<file path="config.mk">
export PLATFORM = sky130hd
export DESIGN_NAME = rom_bist_misr_ctrl_flat
export DESIGN_NICKNAME = d
export VERILOG_FILES = /design/src/rtl/rom_bist_misr_ctrl_if.sv /design/src/rtl/rom_bist_misr_ctrl.sv /design/src/flat_wrapper.sv
export SDC_FILE = /design/constraint.sdc
export NUM_CORES = 1
export LEC_CHECK = 0
export CAP_MARGIN = 20
export CORE_MARGIN = 4
export CORE_UTILIZATION = 50
export DETAILED_ROUTE_END_ITERATION = 8
export GPL_ROUTABILITY_DRIVEN = 0
export PLACE_DENSITY = 0.93
export SLEW_MARGIN = 20
export SYNTH_ARGS = -nofsm -noshare
export SYNTH_HDL_FRONTEND = slang
export SYNTH_SLANG_ARGS = --single-unit
</file>
<file path="constraint.sdc">
create_clock -name BIST_CLK_ROM_IN -period 2.2 [get_ports BIST_CLK_ROM_IN]
set_clock_uncertainty 0.1 [all_clocks]
set_input_delay 0.22 -clock BIST_CLK_ROM_IN [delete_from_list [all_inputs] [get_ports BIST_CLK_ROM_IN]]
set_output_delay 0.22 -clock BIST_CLK_ROM_IN [all_outputs]
set_load 0.02 [all_outputs]
</file>
<file path="src/rtl/rom_bist_misr_ctrl_if.sv">
// Bundle between the ROM BIST initiator and the wrapper BIST plane / DFX status logic.
// BIST_SIG_OUT exists only when ROM_BIST_SIG_OUT_EN is defined.
interface rom_bist_misr_ctrl_if #(
    parameter int ROM_ADDR = 11,
    parameter int ROM_BITS = 32
);
    logic                BIST_START;
    logic [ROM_BITS-1:0] BIST_EXP_SIG;
    logic [ROM_BITS-1:0] DATA_ROM_IN;
    logic                BIST_ROM_ENABLE;
    logic [ROM_ADDR-1:0] BIST_ADDR_ROM;
    logic                BIST_REN_ROM;
    logic                BIST_BUSY;
    logic                BIST_DONE;
    logic                BIST_PASS;
`ifdef ROM_BIST_SIG_OUT_EN
    logic [ROM_BITS-1:0] BIST_SIG_OUT;
`endif

    modport master (
`ifdef ROM_BIST_SIG_OUT_EN
        output BIST_SIG_OUT,
`endif
        input  BIST_START, BIST_EXP_SIG, DATA_ROM_IN,
        output BIST_ROM_ENABLE, BIST_ADDR_ROM, BIST_REN_ROM,
        output BIST_BUSY, BIST_DONE, BIST_PASS
    );

    modport slave (
`ifdef ROM_BIST_SIG_OUT_EN
        input  BIST_SIG_OUT,
`endif
        output BIST_START, BIST_EXP_SIG, DATA_ROM_IN,
        input  BIST_ROM_ENABLE, BIST_ADDR_ROM, BIST_REN_ROM,
        input  BIST_BUSY, BIST_DONE, BIST_PASS
    );
endinterface

</file>
<file path="src/rtl/rom_bist_misr_ctrl.sv">
// ROM MBIST initiator: settle, sweep all addresses one read per clock, MISR-compress, compare.
// Optional ROM_BIST_SIG_OUT_EN exposes the final MISR value on BIST_SIG_OUT.
//
// state     | meaning
// S_IDLE    | waiting for BIST_START, BIST plane released
// S_SETTLE  | BIST_ROM_ENABLE high, clock mux settling, no reads
// S_READ    | one read per cycle, address counter sweeping
// S_DRAIN   | reads finished, waiting for in-flight data
// S_COMPARE | MISR compared against BIST_EXP_SIG
// S_DONE    | result valid, BIST_START begins a new run
module rom_bist_misr_ctrl #(
    parameter int                  ROM_ADDR   = 11,
    parameter int                  ROM_WORDS  = 2048,
    parameter int                  ROM_BITS   = 32,
    parameter int                  RD_LATENCY = 1,
    parameter int                  SETTLE_CYC = 4,
    parameter logic [ROM_BITS-1:0] MISR_POLY  = 32'h04C11DB7,
    parameter logic [ROM_BITS-1:0] MISR_SEED  = 32'h0
) (
    input logic                  BIST_CLK_ROM_IN,
    input logic                  BIST_RST_B_ROM_IN,
    rom_bist_misr_ctrl_if.master bus
);
    typedef enum logic [2:0] {
        S_IDLE, S_SETTLE, S_READ, S_DRAIN, S_COMPARE, S_DONE
    } state_t;

    state_t state_q, state_d;

    logic                  en_q, en_d, ren_q, ren_d, busy_q, busy_d, done_q, done_d;
    logic                  pass_q;
    logic [ROM_ADDR-1:0]   addr_q;
    logic [3:0]            settle_cnt_q;
    logic [2:0]            drain_cnt_q;
    logic [RD_LATENCY-1:0] vld_q;
    logic [ROM_BITS-1:0]   misr_q, misr_d;
    logic                  run_start, settle_last, addr_last, drain_last;

    assign run_start   = ((state_q == S_IDLE) || (state_q == S_DONE)) && bus.BIST_START;
    assign settle_last = (settle_cnt_q == 4'(SETTLE_CYC - 1));
    assign addr_last   = (addr_q == ROM_ADDR'(ROM_WORDS - 1));
    assign drain_last  = (drain_cnt_q == 3'(RD_LATENCY - 1));

    always_ff @(posedge BIST_CLK_ROM_IN or negedge BIST_RST_B_ROM_IN) begin
        if (!BIST_RST_B_ROM_IN) state_q <= S_IDLE;
        else                    state_q <= state_d;
    end

    always_comb begin
        state_d = state_q;
        case (state_q)
            S_IDLE, S_DONE: if (bus.BIST_START) state_d = S_SETTLE;
            S_SETTLE:       if (settle_last)    state_d = S_READ;
            S_READ:         if (addr_last)      state_d = S_DRAIN;
            S_DRAIN:        if (drain_last)     state_d = S_COMPARE;
            S_COMPARE:                          state_d = S_DONE;
            default:                            state_d = S_IDLE;
        endcase
    end

    // Outputs are decoded from the next state so the registers line up with the state they describe.
    always_comb begin
        en_d   = 1'b0;
        ren_d  = 1'b0;
        busy_d = 1'b0;
        done_d = 1'b0;
        case (state_d)
            S_SETTLE, S_DRAIN, S_COMPARE: begin
                en_d   = 1'b1;
                busy_d = 1'b1;
            end
            S_READ: begin
                en_d   = 1'b1;
                busy_d = 1'b1;
                ren_d  = 1'b1;
            end
            S_DONE:  done_d = 1'b1;
            default: ;
        endcase
    end

    always_ff @(posedge BIST_CLK_ROM_IN or negedge BIST_RST_B_ROM_IN) begin
        if (!BIST_RST_B_ROM_IN) begin
            en_q   <= 1'b0;
            ren_q  <= 1'b0;
            busy_q <= 1'b0;
            done_q <= 1'b0;
        end else begin
            en_q   <= en_d;
            ren_q  <= ren_d;
            busy_q <= busy_d;
            done_q <= done_d;
        end
    end

    // Galois MISR step; the shifted-out MSB only selects the polynomial.
    assign misr_d = ({misr_q[ROM_BITS-2:0], 1'b0} ^ (misr_q[ROM_BITS-1] ? MISR_POLY : '0))
                    ^ bus.DATA_ROM_IN;

    always_ff @(posedge BIST_CLK_ROM_IN or negedge BIST_RST_B_ROM_IN) begin
        if (!BIST_RST_B_ROM_IN) begin
            addr_q       <= '0;
            settle_cnt_q <= '0;
            drain_cnt_q  <= '0;
            vld_q        <= '0;
            misr_q       <= MISR_SEED;
            pass_q       <= 1'b0;
        end else begin
            vld_q[0] <= ren_q;
            for (int i = 1; i < RD_LATENCY; i++) vld_q[i] <= vld_q[i-1];

            if (run_start) begin
                addr_q       <= '0;
                settle_cnt_q <= '0;
                drain_cnt_q  <= '0;
                misr_q       <= MISR_SEED;
                pass_q       <= 1'b0;
            end else begin
                if (vld_q[RD_LATENCY-1]) misr_q <= misr_d;
                case (state_q)
                    S_SETTLE:  if (!settle_last) settle_cnt_q <= settle_cnt_q + 4'd1;
                    S_READ:    if (!addr_last)   addr_q       <= addr_q + ROM_ADDR'(1);
                    S_DRAIN:   if (!drain_last)  drain_cnt_q  <= drain_cnt_q + 3'd1;
                    S_COMPARE: pass_q <= (misr_q == bus.BIST_EXP_SIG);
                    default:   ;
                endcase
            end
        end
    end

`ifdef ROM_BIST_SIG_OUT_EN
    logic [ROM_BITS-1:0] sig_q;

    always_ff @(posedge BIST_CLK_ROM_IN or negedge BIST_RST_B_ROM_IN) begin
        if (!BIST_RST_B_ROM_IN)        sig_q <= MISR_SEED;
        else if (run_start)            sig_q <= MISR_SEED;
        else if (state_q == S_COMPARE) sig_q <= misr_q;
    end

    assign bus.BIST_SIG_OUT = sig_q;
`endif

    assign bus.BIST_ROM_ENABLE = en_q;
    assign bus.BIST_ADDR_ROM   = addr_q;
    assign bus.BIST_REN_ROM    = ren_q;
    assign bus.BIST_BUSY       = busy_q;
    assign bus.BIST_DONE       = done_q;
    assign bus.BIST_PASS       = pass_q;
endmodule
</file>
<file path="src/flat_wrapper.sv">
// flat-port wrapper written by rule: the top's interface ports become plain ports
module rom_bist_misr_ctrl_flat 
#(
    parameter int                  ROM_ADDR   = 11,
    parameter int                  ROM_WORDS  = 2048,
    parameter int                  ROM_BITS   = 32,
    parameter int                  RD_LATENCY = 1,
    parameter int                  SETTLE_CYC = 4,
    parameter logic [ROM_BITS-1:0] MISR_POLY  = 32'h04C11DB7,
    parameter logic [ROM_BITS-1:0] MISR_SEED  = 32'h0
)
  (BIST_CLK_ROM_IN, BIST_RST_B_ROM_IN, bus_BIST_START, bus_BIST_EXP_SIG, bus_DATA_ROM_IN, bus_BIST_ROM_ENABLE, bus_BIST_ADDR_ROM, bus_BIST_REN_ROM, bus_BIST_BUSY, bus_BIST_DONE, bus_BIST_PASS);
  rom_bist_misr_ctrl_if #(.ROM_ADDR(ROM_ADDR), .ROM_BITS(ROM_BITS)) bus_i ();
  input logic BIST_CLK_ROM_IN;
  input logic BIST_RST_B_ROM_IN;
  input wire logic [$bits(bus_i.BIST_START)-1:0] bus_BIST_START;
  input wire logic [$bits(bus_i.BIST_EXP_SIG)-1:0] bus_BIST_EXP_SIG;
  input wire logic [$bits(bus_i.DATA_ROM_IN)-1:0] bus_DATA_ROM_IN;
  output wire logic [$bits(bus_i.BIST_ROM_ENABLE)-1:0] bus_BIST_ROM_ENABLE;
  output wire logic [$bits(bus_i.BIST_ADDR_ROM)-1:0] bus_BIST_ADDR_ROM;
  output wire logic [$bits(bus_i.BIST_REN_ROM)-1:0] bus_BIST_REN_ROM;
  output wire logic [$bits(bus_i.BIST_BUSY)-1:0] bus_BIST_BUSY;
  output wire logic [$bits(bus_i.BIST_DONE)-1:0] bus_BIST_DONE;
  output wire logic [$bits(bus_i.BIST_PASS)-1:0] bus_BIST_PASS;
  assign bus_i.BIST_START = bus_BIST_START;
  assign bus_i.BIST_EXP_SIG = bus_BIST_EXP_SIG;
  assign bus_i.DATA_ROM_IN = bus_DATA_ROM_IN;
  assign bus_BIST_ROM_ENABLE = bus_i.BIST_ROM_ENABLE;
  assign bus_BIST_ADDR_ROM = bus_i.BIST_ADDR_ROM;
  assign bus_BIST_REN_ROM = bus_i.BIST_REN_ROM;
  assign bus_BIST_BUSY = bus_i.BIST_BUSY;
  assign bus_BIST_DONE = bus_i.BIST_DONE;
  assign bus_BIST_PASS = bus_i.BIST_PASS;
  rom_bist_misr_ctrl #(.ROM_ADDR(ROM_ADDR), .ROM_WORDS(ROM_WORDS), .ROM_BITS(ROM_BITS), .RD_LATENCY(RD_LATENCY), .SETTLE_CYC(SETTLE_CYC), .MISR_POLY(MISR_POLY), .MISR_SEED(MISR_SEED)) u_core (.BIST_CLK_ROM_IN(BIST_CLK_ROM_IN), .BIST_RST_B_ROM_IN(BIST_RST_B_ROM_IN), .bus(bus_i));
endmodule
</file>
==> run_results.csv <==
group,metric,value,unit
sta,setup_ws,0.274,ns
global_routing,top_usage_layer,"met2",
sta,period_minus_slack,1.93,ns
synth,synth_ff_type,"dfrtp_1",
synth,synth_async_sr_flop_share,1.00,
global_routing,grt_overflow,0,
final_layout,num_antenna_cells,0,
pwr,max-vdd-ir-drop,0.664,mV
floorplan,initial_utilization,0.519,
sta,tns,0,ns
route,drc,0,
worst_setup_path,start_kind,"flop",
global_routing,grt_pass1_wl,12.9,mm
worst_setup_path,crit_required,2.31,ns
global_routing,use_met3,0.0387,
global_routing,grt_pass1_vias,2720,
global_routing,grt_max_degree,33,
global_routing,antenna_found_initial,0,
status,status,"finished clean",
hold_path,hold_depth,0,
placed_design,place_ws,0.268,ns
global_routing,grt_util_met1,0.282,
clock_network,h-tree-depth,3,
synth,synth.top_cells.by_count,"dfrtp_1, xnor2_1, nor2_1, xor2_1, a211oi_1",
sta,hold_violations,0,
synth,synth_edf_count,0,
clock_network,clk_pin_slew_worst_paths,0.07,ns
sta,maxSlewViolCount,0,
clock_network,clock_path_buffers,2,
sta,setup_violations,0,
synth,synthCells,321,
floorplan,ioPinCount,83,
clock_network,cts_repair_resize_count,0,
placed_design,io_buffers,82,
route,vias,2585,
floorplan,core_area,6390,sq um
global_routing,grt_usage,0.216,
final_layout,drive_above_1_share,0.0737,
worst_setup_path,cp-end-kind,"flop",
route,final_antenna_net_count,0,
synth,ys_types,41,
sta,period_share,0.875,
synth,synth_area,3310,sq um
synth,ys_seq_elements,58,
sta,rsz0062_at_grt,"no",
hold_path,min_path_type,"flop to flop",
final_layout,nets,473,
sta,max_freq,519,MHz
route,drtIter0Drc,134,
clock_network,cts_root_buf,"clkbuf_8",
worst_setup_path,cp.arrival,2.04,ns
synth,synth.area.top_cells,"dfrtp_1, xnor2_1, xor2_1",
clock_network,cts_tree,"yes",
route,wl_per_cell,16.8,microns
clock_network,clk_latency,0.33,ns
job,max_cap_violations,0,
placed_design,hpwl,6.21,mm
floorplan,die-height,89.4,microns
synth,yosys_warnings,0,
synth,yosysTopAreaCell,"dfrtp_1",
worst_setup_path,worstSetupPathType,"flop to flop",
pwr,leakagePower,1.79,nW
synth,syn_nets,392,
route,vias_per_cell,5.34,
clock_network,post-cts-setup-buffer-count,0,
floorplan,dieArea,8000,sq um
sta,slew_headroom,0.577,
floorplan,die_width,89.4,microns
synth,avgSynthCellArea,10.3,sq um
synth,seq_area_frac_synth,0.438,
synth,yosysTopAreaCellShare,0.438,
sta,worstMarginPinSlew,0.635,ns
pwr,powerDensity,988,nW/um^2
global_routing,use_met2,0.360,
clock_network,ctsHoldBuffers,1,
clock_network,cts_buffers,9,
floorplan,std_cell_rows,29,
clock_network,clock-sinks,58,
route,first_pass_iters,4,
final_layout,area_growth,32.5,%
synth,yosysMostFrequentCell,"dfrtp_1",
route,wl,8.13,mm
worst_setup_path,crit_fanout,8,
worst_setup_path,rr_worst_depth,6,
==> cell usage in the layout (no fill, tap or decap), types with 4 or more instances in the layout <==
master           count
a211oi_1            19
ha_1                 4
nand4_1             10
inv_1                5
nor2_1              50
clkdlybuf4s50_1     81
nand2_1              7
nor4_1               6
mux2i_1             16
dfrtp_1             57
xnor2_1             57
xor2_1              34
o21ai_0              4
clkbuf_8            12
==> path summary, 6_finish.rpt <==
path / to / slack [ns] / startpoint
max: u_core.bus.BIST_ADDR_ROM[9] / 0.27 / u_core.bus.BIST_ADDR_ROM[0]
min: u_core.vld_q / 0.31 / u_core.bus.BIST_REN_ROM
max reg2reg: u_core.bus.BIST_ADDR_ROM[9] / 0.27 / u_core.bus.BIST_ADDR_ROM[0]
min reg2reg: u_core.vld_q / 0.31 / u_core.bus.BIST_REN_ROM
max in group asynchronous: u_core.misr_q[27] / 1.05 / BIST_RST_B_ROM_IN
min in group asynchronous: u_core.bus.BIST_ADDR_ROM[7] / 0.37 / BIST_RST_B_ROM_IN
==> critical path, stage by stage, from the launching register on <==
cell and delay [ns]:
dfrtp_1 0.40, ha_1 0.28, inv_1 0.07, o41a_1 0.56
nand4_1 0.18, xor2_1 0.18, nor2_1 0.05
==> final cells by class <==
type,instances,area [sq um]
repair buffers,88,888
multi-input cells,239,1750
clock buffers,14,173
flip-flops and latches,58,1450
well taps,77,96.3
clock inverters,2,10.0
fillers,480,1990
inverters,6,22.5
==> cells by family after synthesis <==
| logic type | share of synthesized area |
|---|---|
| buf+inv | 0.0362 |
| flops | 0.438 |
| compound gates | 0.0812 |
| xor+xnor | 0.240 |
| mux | 0.0483 |
| fa+ha+maj | 0.0151 |
| simple gates | 0.141 |
==> per-stage QoR <==
stage          hold WS [ns]   util  area [sq um]  total power, mW  cells
2_1_floorplan        -0.176      -          3310             2.92    321
3_3_place_gp          0.160  0.658          4200             3.34    467
3_5_place_dp          0.181  0.658          4200             3.45    467
4_1_cts               0.314  0.688          4390             4.36    484
5_1_grt               0.327  0.688          4390             4.63    484
6_report              0.310  0.688          4390             4.34    484
==> power breakdown <==
group | total (mW) | switching [mW] | leakage, nW | internal (mW)
logic | 1.72 | 0.837 | 0.920 | 0.882
registers | 1.72 | 0.388 | 0.776 | 1.34
clock network | 0.899 | 0.401 | 0.0965 | 0.498
==> registers in the layout, summed over array words and instances (netlist names) <==
signal / cells
u_core.bus.BIST_PASS: 1
u_core.drain_cnt_q: 3
u_core.bus.BIST_ADDR_ROM: 11
u_core.misr_q: 32
u_core.bus.BIST_REN_ROM: 1
u_core.bus.BIST_ROM_ENABLE: 1
u_core.settle_cnt_q: 4
u_core.bus.BIST_DONE: 1
u_core.vld_q: 1
u_core.state_q: 3
==> routing by layer <==
layer  up-vias  part of all wire
li1       1248                 -
met1      1242              0.43
met2        87              0.51
met3         8             0.056
met4         0             0.013
met5         -                 0
Power figures use the tool's default switching activity.
